$ cat src/rtl/spi_slave_wr_bridge.sv
// ============================================================================
// Module   : spi_slave_wr_bridge
// Purpose  : SPI/QPI slave responder. Oversamples the SPI pins in the clk
//            domain, decodes command/address/data frames and turns burst
//            writes into 32-bit bus write requests through a small FIFO.
//            A mode/status register (quad enable, sticky overflow) is
//            readable (cmd 0x05) and writable (cmd 0x01) over SPI.
// Ports    : clk, rst            - core clock, synchronous active-high reset
//            spi_sck/csn/sdi     - SPI pins from the master (mode 0)
//            spi_sdo, spi_oe     - SPI data out and per-lane output enable
//            quad_mode, overflow - status register bits
//            wr_valid/wr_ready   - write request handshake
//            wr_addr, wr_data    - head-of-FIFO write request
// Options  : SPI_WORD_CNT_EN - adds a saturating 16-bit count of pushed
//            words, read by cmd 0x07, cleared by reg0 bit2.
// Revision : 1.0 - initial release
// ============================================================================
`default_nettype none

module spi_slave_wr_bridge #(
    parameter int ADDR_W      = 32,
    parameter int DATA_W      = 32,
    parameter int FIFO_DEPTH  = 4,
    parameter int SYNC_STAGES = 2
) (
    input  logic              clk,
    input  logic              rst,
    input  logic              spi_sck,
    input  logic              spi_csn,
    input  logic [3:0]        spi_sdi,
    output logic [3:0]        spi_sdo,
    output logic [3:0]        spi_oe,
    output logic              quad_mode,
    output logic              overflow,
    output logic              wr_valid,
    input  logic              wr_ready,
    output logic [ADDR_W-1:0] wr_addr,
    output logic [DATA_W-1:0] wr_data
);

    localparam int c_PTR_W = $clog2(FIFO_DEPTH);
    localparam int c_ENT_W = ADDR_W + DATA_W;

    typedef enum logic [2:0] {
        S_IDLE   = 3'd0,
        S_CMD    = 3'd1,
        S_ADDR   = 3'd2,
        S_DATA   = 3'd3,
        S_REG_WR = 3'd4,
        S_REG_RD = 3'd5,
        S_IGNORE = 3'd6
    } state_t;

    // ---------------- pin synchronizers and sck edge detect ----------------
    logic [SYNC_STAGES-1:0]      sck_sync_q, csn_sync_q;
    logic [SYNC_STAGES-1:0][3:0] sdi_sync_q;
    logic                        sck_prev_q;

    // csn sync resets to 0 so a reset in mid-frame is never mistaken for a
    // fresh frame start; armed_q only sets once csn is really seen high.
    always_ff @(posedge clk) begin
        if (rst) begin
            sck_sync_q <= '0;
            csn_sync_q <= '0;
            sdi_sync_q <= '0;
            sck_prev_q <= 1'b0;
        end else begin
            sck_sync_q <= {sck_sync_q[SYNC_STAGES-2:0], spi_sck};
            csn_sync_q <= {csn_sync_q[SYNC_STAGES-2:0], spi_csn};
            sdi_sync_q <= {sdi_sync_q[SYNC_STAGES-2:0], spi_sdi};
            sck_prev_q <= sck_sync_q[SYNC_STAGES-1];
        end
    end

    logic       w_sck_s, w_csn_s, w_rise, w_fall;
    logic [3:0] w_sdi_s;
    assign w_sck_s = sck_sync_q[SYNC_STAGES-1];
    assign w_csn_s = csn_sync_q[SYNC_STAGES-1];
    assign w_sdi_s = sdi_sync_q[SYNC_STAGES-1];
    assign w_rise  = w_sck_s & ~sck_prev_q;
    assign w_fall  = ~w_sck_s & sck_prev_q;

    // ---------------- frame FSM ----------------
    state_t            state_q, state_d;
    logic [5:0]        cnt_q, cnt_d;
    logic [31:0]       shift_q, shift_d;
    logic [ADDR_W-1:0] addr_q, addr_d;
    logic [15:0]       tx_q, tx_d;
    logic [5:0]        rd_len_q, rd_len_d;
    logic [3:0]        sdo_q, sdo_d;
    logic              frame_quad_q, frame_quad_d;
    logic              armed_q, armed_d;
    logic              quad_mode_q, quad_mode_d;
    logic              overflow_q, overflow_d;
`ifdef SPI_WORD_CNT_EN
    logic [15:0]       wcnt_q, wcnt_d;
`endif

    logic [31:0] w_shift_in;
    logic [5:0]  w_cnt_inc;
    logic        w_push_req, w_reg_wr;

    always_comb begin
        state_d      = state_q;
        cnt_d        = cnt_q;
        shift_d      = shift_q;
        addr_d       = addr_q;
        tx_d         = tx_q;
        rd_len_d     = rd_len_q;
        sdo_d        = sdo_q;
        frame_quad_d = frame_quad_q;
        armed_d      = armed_q;
        w_push_req   = 1'b0;
        w_reg_wr     = 1'b0;
        w_shift_in   = frame_quad_q ? {shift_q[27:0], w_sdi_s} : {shift_q[30:0], w_sdi_s[0]};
        w_cnt_inc    = cnt_q + (frame_quad_q ? 6'd4 : 6'd1);

        if (w_csn_s) begin
            // Deselect aborts whatever was in flight.
            state_d = S_IDLE;
            cnt_d   = '0;
            sdo_d   = '0;
            armed_d = 1'b1;
        end else begin
            case (state_q)
                S_IDLE: begin
                    if (armed_q) begin
                        state_d      = S_CMD;
                        cnt_d        = '0;
                        frame_quad_d = quad_mode_q;  // lane width fixed per frame
                    end
                end
                S_CMD: begin
                    if (w_rise) begin
                        shift_d = w_shift_in;
                        cnt_d   = w_cnt_inc;
                        if (w_cnt_inc == 6'd8) begin
                            cnt_d = '0;
                            case (w_shift_in[7:0])
                                8'h01: state_d = S_REG_WR;
                                8'h02: state_d = S_ADDR;
                                8'h05: begin
                                    state_d  = S_REG_RD;
                                    tx_d     = {6'b0, overflow_q, quad_mode_q, 8'h00};
                                    rd_len_d = 6'd8;
                                end
`ifdef SPI_WORD_CNT_EN
                                8'h07: begin
                                    state_d  = S_REG_RD;
                                    tx_d     = wcnt_q;
                                    rd_len_d = 6'd16;
                                end
`endif
                                default: state_d = S_IGNORE;
                            endcase
                        end
                    end
                end
                S_ADDR: begin
                    if (w_rise) begin
                        shift_d = w_shift_in;
                        cnt_d   = w_cnt_inc;
                        if (w_cnt_inc == 6'd32) begin
                            cnt_d   = '0;
                            addr_d  = w_shift_in[ADDR_W-1:0];
                            state_d = S_DATA;
                        end
                    end
                end
                S_DATA: begin
                    if (w_rise) begin
                        shift_d = w_shift_in;
                        cnt_d   = w_cnt_inc;
                        if (w_cnt_inc == 6'd32) begin
                            cnt_d      = '0;
                            w_push_req = 1'b1;
                            addr_d     = addr_q + ADDR_W'(4);  // advances even if dropped
                        end
                    end
                end
                S_REG_WR: begin
                    if (w_rise) begin
                        shift_d = w_shift_in;
                        cnt_d   = w_cnt_inc;
                        if (w_cnt_inc == 6'd8) begin
                            cnt_d    = '0;
                            w_reg_wr = 1'b1;
                            state_d  = S_IGNORE;
                        end
                    end
                end
                S_REG_RD: begin
                    // Drive on falling edges, count bits as the master samples them.
                    if (w_fall) begin
                        if (frame_quad_q) begin
                            sdo_d = tx_q[15:12];
                            tx_d  = {tx_q[11:0], 4'b0};
                        end else begin
                            sdo_d = {3'b0, tx_q[15]};
                            tx_d  = {tx_q[14:0], 1'b0};
                        end
                    end
                    if (w_rise) begin
                        cnt_d = w_cnt_inc;
                        if (w_cnt_inc == rd_len_q) begin
                            cnt_d   = '0;
                            sdo_d   = '0;
                            state_d = S_IGNORE;
                        end
                    end
                end
                default: ;
            endcase
        end
    end

    // ---------------- write-request FIFO ----------------
    logic [c_ENT_W-1:0] mem_q [FIFO_DEPTH];
    logic [c_PTR_W-1:0] wr_ptr_q, wr_ptr_d, rd_ptr_q, rd_ptr_d;
    logic [c_PTR_W:0]   count_q, count_d;
    logic               w_full, w_pop, w_push, w_drop;

    assign w_full = (count_q == (c_PTR_W+1)'(FIFO_DEPTH));
    assign w_pop  = wr_valid & wr_ready;
    // A pop in the same cycle frees the slot, so a full FIFO still accepts.
    assign w_push = w_push_req & (~w_full | w_pop);
    assign w_drop = w_push_req & w_full & ~w_pop;

    always_comb begin
        wr_ptr_d    = wr_ptr_q;
        rd_ptr_d    = rd_ptr_q;
        count_d     = count_q;
        quad_mode_d = quad_mode_q;
        overflow_d  = overflow_q;
        if (w_push) wr_ptr_d = wr_ptr_q + 1'b1;
        if (w_pop)  rd_ptr_d = rd_ptr_q + 1'b1;
        case ({w_push, w_pop})
            2'b10:   count_d = count_q + 1'b1;
            2'b01:   count_d = count_q - 1'b1;
            default: ;
        endcase
        if (w_drop) overflow_d = 1'b1;
        if (w_reg_wr) begin
            quad_mode_d = w_shift_in[0];
            if (w_shift_in[1]) overflow_d = 1'b0;
        end
`ifdef SPI_WORD_CNT_EN
        wcnt_d = wcnt_q;
        if (w_push && wcnt_q != 16'hFFFF) wcnt_d = wcnt_q + 16'd1;
        if (w_reg_wr && w_shift_in[2])    wcnt_d = '0;
`endif
    end

    always_ff @(posedge clk) begin
        if (w_push) mem_q[wr_ptr_q] <= {addr_q, w_shift_in[DATA_W-1:0]};
    end

    always_ff @(posedge clk) begin
        if (rst) begin
            state_q      <= S_IDLE;
            cnt_q        <= '0;
            shift_q      <= '0;
            addr_q       <= '0;
            tx_q         <= '0;
            rd_len_q     <= '0;
            sdo_q        <= '0;
            frame_quad_q <= 1'b0;
            armed_q      <= 1'b0;
            quad_mode_q  <= 1'b0;
            overflow_q   <= 1'b0;
            wr_ptr_q     <= '0;
            rd_ptr_q     <= '0;
            count_q      <= '0;
`ifdef SPI_WORD_CNT_EN
            wcnt_q       <= '0;
`endif
        end else begin
            state_q      <= state_d;
            cnt_q        <= cnt_d;
            shift_q      <= shift_d;
            addr_q       <= addr_d;
            tx_q         <= tx_d;
            rd_len_q     <= rd_len_d;
            sdo_q        <= sdo_d;
            frame_quad_q <= frame_quad_d;
            armed_q      <= armed_d;
            quad_mode_q  <= quad_mode_d;
            overflow_q   <= overflow_d;
            wr_ptr_q     <= wr_ptr_d;
            rd_ptr_q     <= rd_ptr_d;
            count_q      <= count_d;
`ifdef SPI_WORD_CNT_EN
            wcnt_q       <= wcnt_d;
`endif
        end
    end

    // ---------------- outputs ----------------
    assign wr_valid  = (count_q != '0);
    assign wr_addr   = wr_valid ? mem_q[rd_ptr_q][c_ENT_W-1:DATA_W] : '0;
    assign wr_data   = wr_valid ? mem_q[rd_ptr_q][DATA_W-1:0]       : '0;
    assign spi_sdo   = sdo_q;
    assign spi_oe    = (state_q == S_REG_RD) ? (frame_quad_q ? 4'hF : 4'h1) : 4'h0;
    assign quad_mode = quad_mode_q;
    assign overflow  = overflow_q;

endmodule

`default_nettype wire

$ cat config.mk
export PLATFORM = sky130hd
export DESIGN_NAME = spi_slave_wr_bridge
export DESIGN_NICKNAME = d
export VERILOG_FILES = /design/src/rtl/spi_slave_wr_bridge.sv
export SDC_FILE = /design/constraint.sdc
export NUM_CORES = 1
export LEC_CHECK = 0
export CORE_ASPECT_RATIO = 1.4
export CORE_MARGIN = 2
export CORE_UTILIZATION = 58
export CTS_CLUSTER_DIAMETER = 60
export CTS_CLUSTER_SIZE = 14
export DETAILED_ROUTE_END_ITERATION = 7
export PLACE_DENSITY = 0.78
export SYNTH_ARGS = -nofsm -noshare
export SYNTH_HDL_FRONTEND = slang
export SYNTH_SLANG_ARGS = --single-unit
$ cat constraint.sdc
create_clock -name clk -period 5.5 [get_ports clk]
set_input_delay 1.1 -clock clk [delete_from_list [all_inputs] [get_ports clk]]
set_output_delay 1.1 -clock clk [all_outputs]
set_load 0.1 [all_outputs]
==> reports/metrics.cfg <==
[placed_design]
post-dp-hpwl_um = 19830
portBuffers = 83
gp_congestion = 0.8459

[power]
clkPwrFrac = 0.267
powerDensity_mw_per_mm2 = 434.2
internal-power_uw = 4734
power.total_uw = 7637
p_sw_uw = 2902
vdd_drop_max_mv = 0.4193
p_leak_uw = 0.005706
switching_share = 0.3801
combPwrFrac = 0.340
seqPwrFrac = 0.393

[clock_network]
post-cts-setup-buffers = 0
cts_buffer_depth = 3
clock-sinks = 367
numCtsBuffers = 30
ctsHoldBuffers = 0
clock_latency_ns = 0.55
path_clk_slew_ns = 0.07
htreeDepth = 1
ctsResizeCount = 0
cts_root_buf = clkbuf_16
cts_tree = built

[setup_path]
start_kind = flop
slowest_stage = clkdlybuf4s50_1
cpPeakStageDelay_ns = 0.96
required_ns = 4.40
cp_top_family = buffers and inverters
crit_arrival_ns = 3.45
cp_cell_sequence = buf_4, mux4_2, and2_1, clkdlybuf4s50_1
crit_buf_inv = 2
critPathCaptureType = output port
worst-setup-path-type = reg -> out
cp_max_fo = 29
r2r_slack_ns = 1.46

[layout]
drive_above_1_share = 0.1362
final_common_cell = edfxtp_1
post-route-util = 0.6694
nets = 1199
antenna_cells = 0
syn_to_final_growth_pct = 13.15
mostFrequentLayoutCells = edfxtp_1 (256), dfxtp_1 (108), nor2_1 (93), clkdlybuf4s50_1 (82), and2_1 (71)

[route]
wl_per_cell_um = 20.47
route.detailed.drc = 0
wl_um = 31280
ant_nets = 0
drt_iter0_drc = 671
via_per_inst = 6.115
drtPass1Iterations = 5
vias = 9344

[yosys]
synth_nets = 1139
syn_area_sq_mm = 0.01554
synth-edff-count = 256
synth_ff_type = edfxtp_1
synthCells = 1121
avgSynthCellArea_sq_um = 13.87
ys_seq_area_frac = 0.6375
ys_ff_latch = 367
synth_cell_types = 71
synthArstFlopShare = 0
yosysWarnings = 0

[run]
cap_violations = 0

[grt]
antenna_found_initial = 0
grt_pass1_wl_um = 50110
grt_pass1_vias = 9171
grt.overflow.total = 0
grt_use_total = 0.2278
grt_start_max_net_pins = 100

[floorplanning]
die_w_um = 142.4
initial_utilization = 0.5916
core_area_sq_mm = 0.02628
ios = 84
die_area_sq_mm = 0.02814
die_height_um = 197.7
std_cell_rows = 70

[sta]
slew_violations = 0
period_share = 0.8267
tns_ns = 0
finClkSkew_ns = 0.02345
fin_crit_ns = 4.547
relSlewSlack = 0.3071
max_freq_ghz = 0.2199
setup_viol = 0
worst_pin_slew_ns = 1.039
hold_viol_final = 0
rsz0062_at_grt = false

[min_path]
min_path_type = reg -> reg

[outcome]
status = finished clean

==> state kept, by name, indices dropped and copies added (netlist names), 2 cells and up, named ones only <==
signal / flops
w_sdi_s: 4
shift_q: 31
spi_sdo: 4
state_q: 3
addr_q: 32
tx_q: 8
count_q: 3
sdi_sync_q: 4
sck_sync_q: 2
rd_ptr_q: 2
mem_q: 256
csn_sync_q: 2
cnt_q: 6
wr_ptr_q: 2
==> per-layer routing <==
layer	share of wire	wire [um]	global-route usage
met1	0.40	12440	0.2911
met2	0.52	16320	0.4008
met3	0.048	1509	0.02660
met4	0.032	1006	0.08691
met5	0	0	0
==> power by group through the flow <==
| stage | Clock, uW | Combinational, uW | Sequential (uW) |
|---|---|---|---|
| floorplan | 0 | 2140 | 3010 |
| global placement | 0 | 2620 | 3060 |
| detailed placement | 0 | 2630 | 3060 |
| CTS | 2080 | 2640 | 3000 |
| global route | 2180 | 2690 | 3010 |
| finish | 2040 | 2600 | 3000 |
==> path summary, 6_finish.rpt <==
path,start,endpoint,cells past startpoint
min reg2reg,sck_sync_q[0],sck_sync_q[1],1
min,sck_sync_q[0],sck_sync_q[1],1
max,flop,wr_addr[16],4
max reg2reg,frame_quad_q,mem_q[0][47],9
==> per-stage QoR <==
stage,setup WS [ns],hold slack (ns),area (sq um),cells
after floorplan,0.7478,0.4138,15540,1121
after global placement,1.484,0.4236,16670,1473
after detailed placement,1.463,0.4263,16670,1473
after CTS,0.8644,0.4507,17590,1528
after global routing,0.7539,0.4753,17590,1528
final,0.9531,0.4462,17590,1528
==> cell families after synthesis <==
family,count (synthesis),share of synthesized area
AOI/OAI and AO/OA,171,0.07221
muxes,127,0.1350
adders and majority gates,9,0.007728
DFF,367,0.6375
and+or+nand+nor,344,0.1159
buffers and inverters,95,0.02713
xor gates and xnor gates,8,0.004508
==> area by class of cell <==
type | count | area [sq um]
fillers | 1847 | 8687
multi-input cells | 659 | 5230
flip-flops and latches | 367 | 9916
repair buffers | 100 | 1031
clock buffers | 52 | 854.6
well taps | 324 | 405.4
inverters | 23 | 86.33
clock inverters | 3 | 65.06
==> cells in the mapped netlist, types with 10 or more instances <==
library cell	instances	area, sq um
dfxtp_1	111	2222
buf_2	16	80.08
mux2_2	21	236.5
o21ai_0	38	190.2
clkbuf_1	45	168.9
mux2i_1	42	420.4
and2_1	75	469.2
nor3_1	16	80.08
a211oi_1	22	165.2
a21oi_1	49	245.2
nor2b_1	18	112.6
nand2_1	61	229.0
edfxtp_1	256	7687
nor2_1	93	349.1
nand3_1	23	115.1
mux4_2	64	1441
a31oi_1	10	62.56
inv_1	23	86.33
==> worst register-to-register path: stages (launching register included) <==
cell	delay, ns
dfxtp_2	0.32
buf_4	0.47
ha_1	0.44
a21o_1	0.23
a221oi_2	0.28
and3_1	0.36
nand4_4	0.23
nor2_1	0.38
and2_2	0.68
buf_12	0.30
Power figures use the tool's default switching activity.
